### src/rtl/awithb_sweeper.sv
// Stimulus sweeper and response checker for the A/B gate circuit (z = x | ~y).
// Optional build macro AWITHB_SWEEPER_STOP_ON_FAIL_EN ends a run at its first mismatch.
`timescale 1ns/1ps
module awithb_sweeper #(
  parameter logic [7:0] SETTLE = 8'd1,
  parameter logic [7:0] ROUNDS = 8'd1
) (
  input  logic       clk,
  input  logic       areset_n,
  input  logic       start,
  input  logic       dut_z,
  output logic       x,
  output logic       y,
  output logic       busy,
  output logic       done,
  output logic       pass,
  output logic [3:0] fail_mask
);

  typedef enum logic [1:0] {
    IDLE  = 2'd0,
    DRIVE = 2'd1,
    DONE  = 2'd2
  } state_t;

  state_t      state_r, state_s;
  logic [1:0]  v_r, v_s;
  logic [7:0]  settle_r, settle_s;
  logic [7:0]  round_r, round_s;
  logic [3:0]  mask_r, mask_s;
  logic        pass_r, pass_s;
  logic        x_r, x_s, y_r, y_s, busy_r, busy_s, done_r, done_s;
  logic        hit_s, last_s;
  logic [3:0]  vbit_s;

  function automatic logic ref_z(input logic [1:0] vec);
    return vec[1] | ~vec[0];
  endfunction

  // Next-state, counter and output decode; outputs derive from the next state so they register glitch-free.
  always_comb begin
    state_s  = state_r;
    v_s      = v_r;
    settle_s = settle_r;
    round_s  = round_r;
    mask_s   = mask_r;
    pass_s   = pass_r;
    hit_s    = (dut_z != ref_z(v_r));
    last_s   = (v_r == 2'd3) && (round_r == 8'd1);
    vbit_s   = 4'b0001 << v_r;
    case (state_r)
      IDLE, DONE: begin
        if (start) begin
          state_s  = DRIVE;
          v_s      = 2'd0;
          mask_s   = 4'd0;
          pass_s   = 1'b0;
          settle_s = SETTLE;
          round_s  = ROUNDS;
        end else begin
          state_s  = IDLE;
        end
      end
      DRIVE: begin
        if (settle_r == 8'd1) begin
          settle_s = SETTLE;
          v_s      = v_r + 2'd1;
`ifdef AWITHB_SWEEPER_STOP_ON_FAIL_EN
          if (hit_s) begin
            mask_s  = vbit_s;
            pass_s  = 1'b0;
            state_s = DONE;
          end else if (last_s) begin
            state_s = DONE;
            round_s = 8'd0;
            pass_s  = (mask_r == 4'd0);
          end else if (v_r == 2'd3) begin
            round_s = round_r - 8'd1;
          end else begin
            round_s = round_r;
          end
`else
          mask_s = hit_s ? (mask_r | vbit_s) : mask_r;
          if (last_s) begin
            state_s = DONE;
            round_s = 8'd0;
            pass_s  = (mask_s == 4'd0);
          end else if (v_r == 2'd3) begin
            round_s = round_r - 8'd1;
          end else begin
            round_s = round_r;
          end
`endif
        end else begin
          settle_s = settle_r - 8'd1;
        end
      end
      default: begin
        state_s = IDLE;
      end
    endcase
    busy_s = (state_s == DRIVE);
    done_s = (state_s == DONE);
    x_s    = busy_s & v_s[1];
    y_s    = busy_s & v_s[0];
  end

  // State, counters and registered outputs.
  always_ff @(posedge clk or negedge areset_n) begin
    if (!areset_n) begin
      state_r  <= IDLE;
      v_r      <= 2'd0;
      settle_r <= 8'd0;
      round_r  <= 8'd0;
      mask_r   <= 4'd0;
      pass_r   <= 1'b0;
      x_r      <= 1'b0;
      y_r      <= 1'b0;
      busy_r   <= 1'b0;
      done_r   <= 1'b0;
    end else begin
      state_r  <= state_s;
      v_r      <= v_s;
      settle_r <= settle_s;
      round_r  <= round_s;
      mask_r   <= mask_s;
      pass_r   <= pass_s;
      x_r      <= x_s;
      y_r      <= y_s;
      busy_r   <= busy_s;
      done_r   <= done_s;
    end
  end

  assign x         = x_r;
  assign y         = y_r;
  assign busy      = busy_r;
  assign done      = done_r;
  assign pass      = pass_r;
  assign fail_mask = mask_r;

endmodule

### config.mk
export PLATFORM = sky130hd
export DESIGN_NAME = awithb_sweeper
export DESIGN_NICKNAME = d
export VERILOG_FILES = /design/src/rtl/awithb_sweeper.sv
export SDC_FILE = /design/constraint.sdc
export NUM_CORES = 1
export LEC_CHECK = 0
export CORE_MARGIN = 2
export CORE_UTILIZATION = 40
export CTS_CLUSTER_DIAMETER = 40
export DETAILED_ROUTE_END_ITERATION = 10
export GPL_ROUTABILITY_DRIVEN = 0
export HOLD_SLACK_MARGIN = 0.15
export PLACE_DENSITY = 0.58
export SYNTH_ARGS = -nofsm -noshare
export SYNTH_HDL_FRONTEND = slang
export SYNTH_SLANG_ARGS = --single-unit
### constraint.sdc
create_clock -name clk -period 2.03 [get_ports clk]
set_input_delay 0.3045 -clock clk [delete_from_list [all_inputs] [get_ports clk]]
set_output_delay 0.3045 -clock clk [all_outputs]
set_load 0.03 [all_outputs]
# Word-level counts from Yosys, hierarchy flattened

Index checks and enable logic that the tools add are counted.

Add/subtract/negate cells: 3
Equality and inequality tests: 12
Shift operators: 1
Multiplexer cells: 22
Bitwise gates (word level): 5
Reductions and logical operators: 9

Operators by type and width:

| kind                | count |
|---|---|
| $mux 8              | 5 |
| $pmux 8 s2          | 2 |
| $eq 8x1->1 const B  | 2 |
| $sub 8x1->8 const B | 2 |
| $mux 4              | 3 |
| $mux 2              | 4 |
| $pmux 2 s2          | 2 |
| $pmux 4 s2          | 1 |
| $reduce_and 4->1    | 2 |
| $eq 2x2->1 const B  | 3 |
| $ne 2x2->1 const B  | 3 |
| $eq 2x1->1 const B  | 2 |
| $logic_not 4->1     | 1 |
| $mux 1              | 4 |
| $or 4x4->4          | 1 |
| $shl 1x2->4 const A | 1 |
| $ne 3x3->1 const B  | 1 |
| $reduce_and 3->1    | 1 |
| $add 2x1->2 const B | 1 |
| $and 1x1->1         | 2 |
| $logic_not 2->1     | 1 |
| $pmux 1 s2          | 1 |
| $reduce_and 2->1    | 1 |
| $reduce_bool 2->1   | 1 |
| 5 further kinds     | 5 |

Register bits after elaboration: 29
Bits of input ports: 4
Output and inout bits: 9
Word-level logic and storage cells: 62

# Longest topological paths before layout

Depth after elaboration: 8
Gate-level depth with buffers: 7
Gate-level depth less buffers: 6

# Least setup slack after synthesis

Ideal clock, no wire load.

Path kind: flip-flop to flip-flop
From: register settle_r[3]
To: register pass_r, in the netlist pass
Data arrival time: 1,773 ps
Required time: 1,888 ps
Setup slack: 115 ps
Cell stages (with the launch flop): 7
Path through: dfrtp_1 or4_1 buf_2 o31a_1 buf_6 o31ai_4 o41ai_2

Longest elaborated chain between the ends: 3

RTL lines:

| item                              | RTL line | text |
|---|---|---|
| start, declared                   | 28       | `logic [7:0] settle_r, settle_s;` |
| start signal, assigned            | 124      | `settle_r <= settle_s;` |
| $eq 8x1->1                        | 65       | `if (settle_r == 8'd1) begin` |
| $ne 2x2->1 (no source line)       | --       |  |
| $reduce_and 4->1 (no source line) | --       |  |
| end signal, assigned              | 127      | `pass_r <= pass_s;` |
| end, declared                     | 31       | `logic pass_r, pass_s;` |

No other way between the ends.
A chain may end at the register's enable or synchronous reset.

# Worst setup path after layout

From: register settle_r[4]
To: register round_r[6]

Longest elaborated chain between the ends: 3

RTL lines:

| item                              | RTL line | text |
|---|---|---|
| $eq 8x1->1                        | 65       |  |
| $ne 2x2->1 (no source line)       | --       |  |
| $reduce_and 4->1 (no source line) | --       |  |
| end signal, assigned              | 125      | `round_r <= round_s;` |
| end, declared                     | 29       | `logic [7:0] round_r, round_s;` |

No other way between the ends.

==> flow_metrics.env <==
export IMPL_diodes=0
export IMPL_clock_sinks=29
export IMPL_grt_start_max_net_pins=30
export IMPL_timing_critical_path_arrival_ns=2.15
export IMPL_synth_cell_area_sq_mm=0.001570
export IMPL_outcome="finished clean"
export IMPL_postSynth_topFlopCell="sky130_fd_sc_hd__dfrtp_1"
export IMPL_boundaryPins=13
export IMPL_syn_num_nets=180
export IMPL_cp_startpoint="settle_r[4]"
export IMPL_post_synth_cell_area_avg_sq_um=9.347
export IMPL_timing_reg2reg_worst_path_depth=4
export IMPL_timing_critical_path_required_ns=2.19
export IMPL_dieWidth_um=66.66
export IMPL_flops_latches_synth=29
export IMPL_postLayoutSetupSlackWorst_ns=0.04324
export IMPL_detailedRoute_firstPassIterationCount=4
export IMPL_drt_first_iter_violations=77
export IMPL_holdBufCountCts=0
export IMPL_fin_worst_skew_ns=0.007602
export IMPL_ys_async_sr_fraction_pct=100.0
export IMPL_timing_max_transition_violations_final=0
export IMPL_path_class="reg -> reg"
export IMPL_timing_rr_start="settle_r[4]"
export IMPL_postRouteWirelength_mm=3.632
export IMPL_synth_simple_gate_area_share_pct=19.12
export IMPL_routed_via_density=5.375
export IMPL_postPlaceCellArea_sq_mm=0.001842
export IMPL_adder_cell_share_of_the_synthesized_area_pct=6.375
export IMPL_num_vias=1333
export IMPL_fin_crit_sh_pct=97.87
export IMPL_fmax_ghz=0.5033
export IMPL_clkSlewWorstSetupHoldPaths_ns=0.07
export IMPL_count_of_unique_library_cells_instantiated_by_yosys=36
export IMPL_die_height_um=66.66
export IMPL_clock_tree_from_tritoncts="done"
export IMPL_final_setup_tns_ns=0
export IMPL_layout_filler_cells=336
export IMPL_cts_root_to_sink_buffers=2
export IMPL_dp_worst_setup_slack_ns=0.0001550
export IMPL_global_route_usage_total_pct=18.89
export IMPL_drt_wirelength_per_cell_um=14.65
export IMPL_post_synth_xor_area_fraction_pct=3.347
export IMPL_p_per_area_mw_per_mm2=563.3
export IMPL_r2r_setup_slack_ns=0.04
export IMPL_critical_path_endpoint="round_r[6]"
export IMPL_fp_coreArea_sq_mm=0.003716
export IMPL_cts_made_buffers=5
export IMPL_grt_first_pass_wirelength_mm=6.251
export IMPL_number_of_antenna_violations_at_the_first_check_in_global_routing=0
export IMPL_clockRootBuffer="sky130_fd_sc_hd__clkbuf_8"
export IMPL_design_die_area_sq_mm=0.004443
export IMPL_synth_top_family_by_area="compound AO/OA/AOI/OAI gates"
export IMPL_report_final_hold_viol_count=0
export IMPL_drive_above_1_share_pct=21.50
export IMPL_synth_area_mux_share_pct=0
export IMPL_ys_seq_area_share_pct=46.22
export IMPL_grt_pass1_vias=1403
export IMPL_cts_h_tree_depth=2
export IMPL_detail_route_antenna_nets=0
export IMPL_setup_viol=0
export IMPL_leakage_nw=0.8599
export IMPL_min_period_ns=1.987
export IMPL_clk_latency_ns=0.28
export IMPL_cp_start_kind="flip-flop"
export IMPL_io_buffers=12
export IMPL_post_synthesis_compound_gate_area_fraction_pct=19.76
export IMPL_syn_instance_count=168
export IMPL_fin_total_pwr_mw=1.133
export IMPL_initial_utilization_pct=42.26
export IMPL_finalNetCount=211
export IMPL_grt_ovfl_total=0
export IMPL_layout_area_overhead_pct=28.13
export IMPL_setup_worst_path_end_class="flip-flop"
export IMPL_r2r_end="round_r[6]"
export IMPL_worst_pin_slew_ns=0.5491
export IMPL_ys_warnings_count=0
export IMPL_cp_max_fo=9
export IMPL_detail_route_drc_violations=0
export IMPL_min_delay_path_class="in -> async"
export IMPL_finalHoldWorstSlack_ns=0.4000
export IMPL_max_slew_margin_rel_pct=62.45
export IMPL_design_area_sq_mm=0.002012
export IMPL_num_rows=22
export IMPL_max_cap_violations=0
export IMPL_synth_edff_count=0
export IMPL_ir_drop_uv=265.8
export IMPL_dp_final_hpwl_mm=2.529
routing by layer:
layer | part of all wire, % | track usage, % | routed length, um
met4 | 1.3 | 7.908 | 48
met1 | 47 | 21.73 | 1711
met2 | 47 | 32.88 | 1724
met5 | 0 | 0 | 0
met3 | 4.1 | 5.068 | 148
worst max-delay path, stage by stage, from the launching register on:
cell and delay, ns:
sky130_fd_sc_hd__dfrtp_1 0.41, sky130_fd_sc_hd__or4_1 0.63, sky130_fd_sc_hd__o31a_4 0.45, sky130_fd_sc_hd__a211oi_1 0.26, sky130_fd_sc_hd__o22ai_1 0.11
synth_stat cells, drive strengths merged (2+ instances only):
library cell / n / area, sq um
dfrtp: 29 / 725.7
nor2: 19 / 71.32
nand2: 17 / 63.81
inv: 12 / 45.04
o21ai: 9 / 45.04
ha: 8 / 100.1
a21oi: 7 / 35.03
nand3: 7 / 35.03
a31oi: 5 / 31.28
nor3: 5 / 25.02
o211ai: 5 / 37.54
a211oi: 4 / 30.03
clkbuf: 4 / 15.01
nand2b: 4 / 27.53
o22ai: 4 / 25.02
xor2: 4 / 35.03
buf: 3 / 21.27
nand4: 2 / 12.51
nor2b: 2 / 12.51
o2bb2ai: 2 / 17.52
o31ai: 2 / 28.78
o41ai: 2 / 25.03
or4: 2 / 15.01
xnor2: 2 / 17.52
repair_timing:
item / 4_1_cts / 5_1_grt
setup buffers: 0 / 2
endpoints found under the setup margin: 8 / 11
gates resized for setup: 2 / 10
endpoints found under the hold margin: 0 / 0
state kept, by name, indices dropped and copies added, names as in the netlist:
register,cells
settle_r,8
fail_mask,4
round_r,8
x,1
pass,1
v_r,2
state_r,2
busy,1
y,1
done,1
cell type report:
class	count	area [sq um]	share of cell area, %
Clock inverter	1	5.005	0.2488
Sequential cell	29	725.7	36.07
Tap cell	48	60.06	2.985
Multi-Input combinational cell	120	817.0	40.61
Timing Repair Buffer	31	262.8	13.06
Inverter	12	45.04	2.239
Clock buffer	7	96.34	4.789
power by group:
part           switching, mW  total (mW)  leakage (nW)  internal [mW]
clock                  0.227       0.533        0.0542          0.306
combinational         0.0145      0.0223         0.451        0.00779
sequential                 0       0.578         0.354          0.578
how the worst min path moves through the flow:
| stage | end | slack, ns |
|---|---|---|
| CTS | settle_r[3] | 0.41 |
| global route | settle_r[3] | 0.46 |
| detailed placement | fail_mask[2] | 0.51 |
| global placement | fail_mask[2] | 0.50 |
| floorplan | busy | 0.009 |
| finish | settle_r[3] | 0.40 |
cell usage in the layout (no fill, tap or decap), drive strengths merged, types with 2 or more instances in the layout:
cell,instances
a31oi,5
clkbuf,7
buf,19
nand2b,4
a211oi,4
dfrtp,29
xnor2,2
clkdlybuf4s50,12
nor2,19
nand4,2
nor2b,2
o2bb2ai,2
o22ai,4
a21oi,7
o31ai,2
o41ai,2
xor2,4
ha,8
o21ai,9
nand2,17
nand3,7
o211ai,5
or4,2
nor3,5
inv,12
stage by stage:
stage	utilization (%)	instances
after CTS	52.42	246
final	54.14	248
after global routing	54.14	248
after detailed placement	49.56	238
after floorplan	-	168
after global placement	49.56	238
cells by family (layout without fill, tap and decap cells):
kind of cell / Yosys count / count (layout)
simple gates: 62 / 62
compound gates: 44 / 44
fa+ha+maj: 8 / 8
xor+xnor: 6 / 6
flops: 29 / 29
buf+inv: 19 / 51
No activity file was read; power rests on OpenSTA's default activity.
